$ cat config.mk
export PLATFORM = sky130hd
export DESIGN_NAME = ifetch_queue
export DESIGN_NICKNAME = d
export VERILOG_FILES = /design/src/rtl/ifetch_queue.sv
export SDC_FILE = /design/constraint.sdc
export NUM_CORES = 1
export LEC_CHECK = 0
export BUFFER_PORTS_ARGS = -buffer_cell sky130_fd_sc_hd__buf_2
export CORE_ASPECT_RATIO = 0.9
export CORE_MARGIN = 5
export CORE_UTILIZATION = 50
export CTS_CLUSTER_SIZE = 30
export DETAILED_ROUTE_END_ITERATION = 10
export PLACE_DENSITY_LB_ADDON = 0.3
export SLEW_MARGIN = 25
export SYNTH_ARGS = -nofsm -noshare
export SYNTH_HDL_FRONTEND = slang
export SYNTH_SLANG_ARGS = --single-unit
$ cat constraint.sdc
create_clock -name clk -period 3.7 [get_ports clk]
set_input_delay 0.555 -clock clk [delete_from_list [all_inputs] [get_ports clk]]
set_output_delay 0.555 -clock clk [all_outputs]
set_load 0.01 [all_outputs]
$ cat src/rtl/ifetch_queue.sv
// Instruction fetch unit: sequential PC generation, single outstanding
// instruction-memory read, and a small FIFO of fetched words toward decode.
module ifetch_queue #(
    parameter int unsigned          PC_WIDTH    = 32,
    parameter int unsigned          IADDR_WIDTH = 10,
    parameter int unsigned          DEPTH       = 2,
    parameter logic [PC_WIDTH-1:0]  RESET_PC    = '0
) (
    input  logic                   clk,
    input  logic                   rst,
    input  logic                   redirect_valid,
    input  logic [PC_WIDTH-1:0]    redirect_pc,
    output logic                   imem_en,
    output logic [IADDR_WIDTH-1:0] imem_addr,
    input  logic [31:0]            imem_rdata,
    output logic                   inst_valid,
    input  logic                   inst_ready,
    output logic [31:0]            inst_data,
    output logic [PC_WIDTH-1:0]    inst_pc,
    output logic                   inst_oor
);

    localparam int unsigned PTR_W = (DEPTH > 1) ? $clog2(DEPTH) : 1;
    localparam int unsigned CNT_W = $clog2(DEPTH + 1);
    localparam int unsigned OCC_W = CNT_W + 1;

    localparam logic [PC_WIDTH-1:0] ALIGN_MASK       = ~PC_WIDTH'(3);
    localparam logic [PC_WIDTH-1:0] RESET_PC_ALIGNED = RESET_PC & ALIGN_MASK;

    // Fetch PC and the single in-flight request
    logic [PC_WIDTH-1:0] pc_q, pc_d;
    logic                inflight_q, inflight_d;
    logic [PC_WIDTH-1:0] fl_pc_q, fl_pc_d;
    logic                fl_oor_q, fl_oor_d;

    // Queue storage and bookkeeping
    logic [31:0]         q_data_q [DEPTH];
    logic [31:0]         q_data_d [DEPTH];
    logic [PC_WIDTH-1:0] q_pc_q   [DEPTH];
    logic [PC_WIDTH-1:0] q_pc_d   [DEPTH];
    logic                q_oor_q  [DEPTH];
    logic                q_oor_d  [DEPTH];
    logic [PTR_W-1:0]    rd_ptr_q, rd_ptr_d;
    logic [PTR_W-1:0]    wr_ptr_q, wr_ptr_d;
    logic [CNT_W-1:0]    count_q, count_d;

    logic                pc_oor;
    logic                head_vld;
    logic                pop;
    logic                push;
    logic                issue;
    logic [OCC_W-1:0]    occ;

    // Handshake, issue decision and head-of-queue outputs
    always_comb begin
        pc_oor     = (pc_q >> (IADDR_WIDTH + 2)) != '0;
        head_vld   = (count_q != '0) && !rst;
        inst_valid = head_vld && !redirect_valid;
        pop        = inst_valid && inst_ready;
        // Slots already promised: stored entries plus the response on its way
        occ        = OCC_W'(count_q) + OCC_W'(inflight_q) - OCC_W'(pop);
        issue      = !rst && !redirect_valid && (occ < OCC_W'(DEPTH));
        push       = inflight_q && !rst && !redirect_valid;
        imem_en    = issue && !pc_oor;
        imem_addr  = pc_q[IADDR_WIDTH+1:2];
        inst_data  = head_vld ? q_data_q[rd_ptr_q] : '0;
        inst_pc    = head_vld ? q_pc_q[rd_ptr_q]   : '0;
        inst_oor   = head_vld ? q_oor_q[rd_ptr_q]  : 1'b0;
    end

    // Next-state for PC, in-flight tracking and queue
    always_comb begin
        pc_d       = pc_q;
        inflight_d = inflight_q;
        fl_pc_d    = fl_pc_q;
        fl_oor_d   = fl_oor_q;
        q_data_d   = q_data_q;
        q_pc_d     = q_pc_q;
        q_oor_d    = q_oor_q;
        rd_ptr_d   = rd_ptr_q;
        wr_ptr_d   = wr_ptr_q;
        count_d    = count_q;

        if (redirect_valid) begin
            pc_d       = redirect_pc & ALIGN_MASK;
            inflight_d = 1'b0;
            rd_ptr_d   = '0;
            wr_ptr_d   = '0;
            count_d    = '0;
        end else begin
            inflight_d = issue;
            if (issue) begin
                pc_d     = (pc_q + PC_WIDTH'(4)) & ALIGN_MASK;
                fl_pc_d  = pc_q;
                fl_oor_d = pc_oor;
            end
            if (push) begin
                q_data_d[wr_ptr_q] = fl_oor_q ? 32'h0 : imem_rdata;
                q_pc_d[wr_ptr_q]   = fl_pc_q;
                q_oor_d[wr_ptr_q]  = fl_oor_q;
                wr_ptr_d           = wr_ptr_q + PTR_W'(1);
            end
            if (pop) begin
                rd_ptr_d = rd_ptr_q + PTR_W'(1);
            end
            count_d = count_q + CNT_W'(push) - CNT_W'(pop);
        end
    end

    always_ff @(posedge clk) begin
        if (rst) begin
            pc_q       <= RESET_PC_ALIGNED;
            inflight_q <= 1'b0;
            rd_ptr_q   <= '0;
            wr_ptr_q   <= '0;
            count_q    <= '0;
        end else begin
            pc_q       <= pc_d;
            inflight_q <= inflight_d;
            rd_ptr_q   <= rd_ptr_d;
            wr_ptr_q   <= wr_ptr_d;
            count_q    <= count_d;
        end
    end

    // Payload storage needs no reset; validity is carried by count/inflight
    always_ff @(posedge clk) begin
        fl_pc_q  <= fl_pc_d;
        fl_oor_q <= fl_oor_d;
        q_data_q <= q_data_d;
        q_pc_q   <= q_pc_d;
        q_oor_q  <= q_oor_d;
    end

endmodule

==> out/metrics.csv <==
metric,value,unit
status,finished clean,
post_cts_buffers,0,
syn_inst,623,
p_sw,0.911,mW
ios,145,
rsz0062_at_grt,no,
ir_drop,395,µV
sw_frac_of_total,0.206,
final_cells,975,
dominantRegCellSynth,edfxtp_1,
reg2reg_from,count_q[1]$_SDFF_PP0_,
p_int,3.52,mW
post_cts_resized,0,
cpPeakStageDelay,0.37,ns
yosysWarningCount,0,
slowest_stage,fa_1,
cts.clk_slew.worst_paths,0.06,ns
start_kind,input port,
cp_num_cells,11,
htreeDepth,4,
start_util,0.507,
hold_path.class,input port to flip-flop,
power_frac_comb,0.044,
dp_cells,940,
antenna_found_initial,2,
fp.dieW,144,µm
p_clk_frac,0.405,
worst_slack,0.182,ns
drive_gt1_frac,0.265,
final_common_cell,edfxtp_1,
clock_sinks,192,
dp_hpwl,11400,µm
slew_viol_final,0,
critPathBufInv,2,
reg2reg_to,pc_q[14]$_SDFFE_PP0P_,
grt_pass1_vias,5398,
setup-tns-final,0,ns
cts_tree,done,
crit_start,redirect_valid,
setup_viol,0,
seqPwrFrac,0.551,
final_cell_mix,"157 x edfxtp_1, 140 x buf_2, 79 x nor2_1",
max_freq,284,MHz
yosysTopAreaCell,edfxtp_1,
ys_top_cells_by_area,"edfxtp_1 58%, dfxtp_1 8.6%, mux2i_1 7.9%",
rrSetupSlack,0.39,ns
grt_pass1_wl,26900,µm
vias,5425,
hold_viol_final,0,
synth.distinct_cells,57,
tightest_slew,0.676,ns
ant_nets,0,
crit_fanout,8,
skew,0.00703,ns
cts_inserted_buffers,17,
dp_worst_setup_slack,-0.138,ns
grt_max_degree,44,
r2r_cells,11,
critPathArrivalTime,2.96,ns
netlist.area_leader.share,0.581,
avgRoutedWirePerCell,17.4,µm
worstSetupPathType,input port to output pin,
path_cells,"buf_2, nor2_1, o21a_1, and2_1, ha_1, nand2b_1, fa_1, xnor2_1, nand3_1, nor2_1, buf_2",
maxCapViolCount,0,
die_y,131,µm
cp_top_family,simple AND/OR/NAND/NOR gates,
clk_path_buf_depth,2,
fin_crit_sh,0.951,
insertion_delay,0.42,ns
period_minus_slack,3.52,ns
rows,44,
async_flop_share,0,
grtUsageTotal,0.183,
cp.required,3.14,ns
final_util,0.602,
drtIter0Drc,360,
syn-cell-area,8120,µm²
fin_nets,826,
port_buffers,140,
die_area,18900,µm²
core_area,16000,µm²
syn_avg_cell_area,13.0,µm²
ys_seq_area_frac,0.667,
relSlewSlack,0.548,
gp_congestion,0.860,
p_leak,3.48,nW
drcViolationCount,0,
power_density,460,nW/µm²
drtPass1Iterations,5,
hold_buffers,0,
cts_root_buf,clkbuf_16,
vias_per_cell,5.56,
grt.overflow.total,0,
area_growth_syn_to_layout,18.7,%
crit_end,imem_en,
ys_ff_latch,192,
totalWireLength,16900,µm
synth_edf_count,157,
fillCellCount,1299,
cp-end-kind,output pin,
-- synth_stat cells (all sizes together) (2+ instances only) --
cell type	instances
nand3	15
nor2	80
dfxtp	35
clkbuf	18
a21oi	19
edfxtp	157
nor3	10
o22ai	8
mux2i	64
nand4	14
nor2b	35
o31a	3
or3	2
and4	4
and3	5
a2bb2oi	3
inv	12
nand2	29
xor2	4
and2	10
nor4	9
o311ai	4
a31oi	13
o21ai	11
xnor2	9
buf	28
ha	4
-- registers in the layout, indices dropped and copies added, names as in the netlist --
register    count
count_q         2
fl_oor_q        1
fl_pc_q        30
inflight_q      1
pc_q           30
q_data_q       64
q_oor_q         2
q_pc_q         60
rd_ptr_q        1
wr_ptr_q        1
-- per-stage QoR --
| stage | instance area, µm² | hold WS [ns] | total power [mW] |
|---|---|---|---|
| after detailed placement | 9030 | 0.431 | 2.68 |
| after global placement | 8990 | 0.425 | 2.67 |
| final | 9640 | 0.342 | 4.43 |
| after floorplan | 8120 | 0.409 | 2.59 |
| after CTS | 9620 | 0.334 | 4.47 |
| after global routing | 9640 | 0.362 | 4.58 |
-- routing by layer --
metal	global-route usage	vias to the layer above	part of all wire
li1	-	2553	-
met1	0.243	2619	0.43
met2	0.295	226	0.47
met3	0.0455	27	0.083
met4	0.0680	0	0.018
met5	0	-	0
-- tightest hold or removal path: cells and delay by family --
kind,cells,cell delay [ns]
and+or+nand+nor,2,0.09
buffers and inverters,1,0.08
-- cell families after synthesis --
kind of cell | Yosys count | synth area share
muxes | 64 | 0.0789
AOI/OAI and AO/OA | 72 | 0.0566
xor gates and xnor gates | 13 | 0.0140
adders and majority gates | 5 | 0.00863
buffers and inverters | 58 | 0.0345
other | 1 | 0.000462
DFF | 192 | 0.667
and+or+nand+nor | 218 | 0.140
-- power by group through the flow --
stage	clock, mW	sequential [mW]	combinational [mW]
2_1_floorplan	0	2.47	0.128
3_3_place_gp	0	2.48	0.184
3_5_place_dp	0	2.49	0.190
4_1_cts	1.83	2.44	0.192
5_1_grt	1.92	2.45	0.214
6_report	1.80	2.44	0.193
-- cell type report --
class	instances	area, µm²	share of cell area
sequential	192	5420	0.562
multi-input combinational	374	2440	0.254
timing repair buffer	156	878	0.0911
clock buffer	23	478	0.0496
tap	207	259	0.0269
clock inverter	9	109	0.0113
inverter	12	45.0	0.00467
antenna	2	5.00	0.000519
-- worst min-delay path by stage --
stage	cells past startpoint	start	slack [ns]	endpoint
2_1_floorplan	0	pc_q[15]$_SDFFE_PP0P_	0.41	fl_pc_q[15]$_DFFE_PP_
3_3_place_gp	0	fl_pc_q[6]$_DFFE_PP_	0.43	q_pc_q[38]$_DFFE_PP_
3_5_place_dp	0	fl_pc_q[15]$_DFFE_PP_	0.43	q_pc_q[15]$_DFFE_PP_
4_1_cts	3	redirect_pc[24]	0.33	pc_q[24]$_SDFFE_PP0P_
5_1_grt	3	redirect_pc[21]	0.36	pc_q[21]$_SDFFE_PP0P_
6_report	3	redirect_pc[24]	0.34	pc_q[24]$_SDFFE_PP0P_
(Power assumes the default switching activity.)
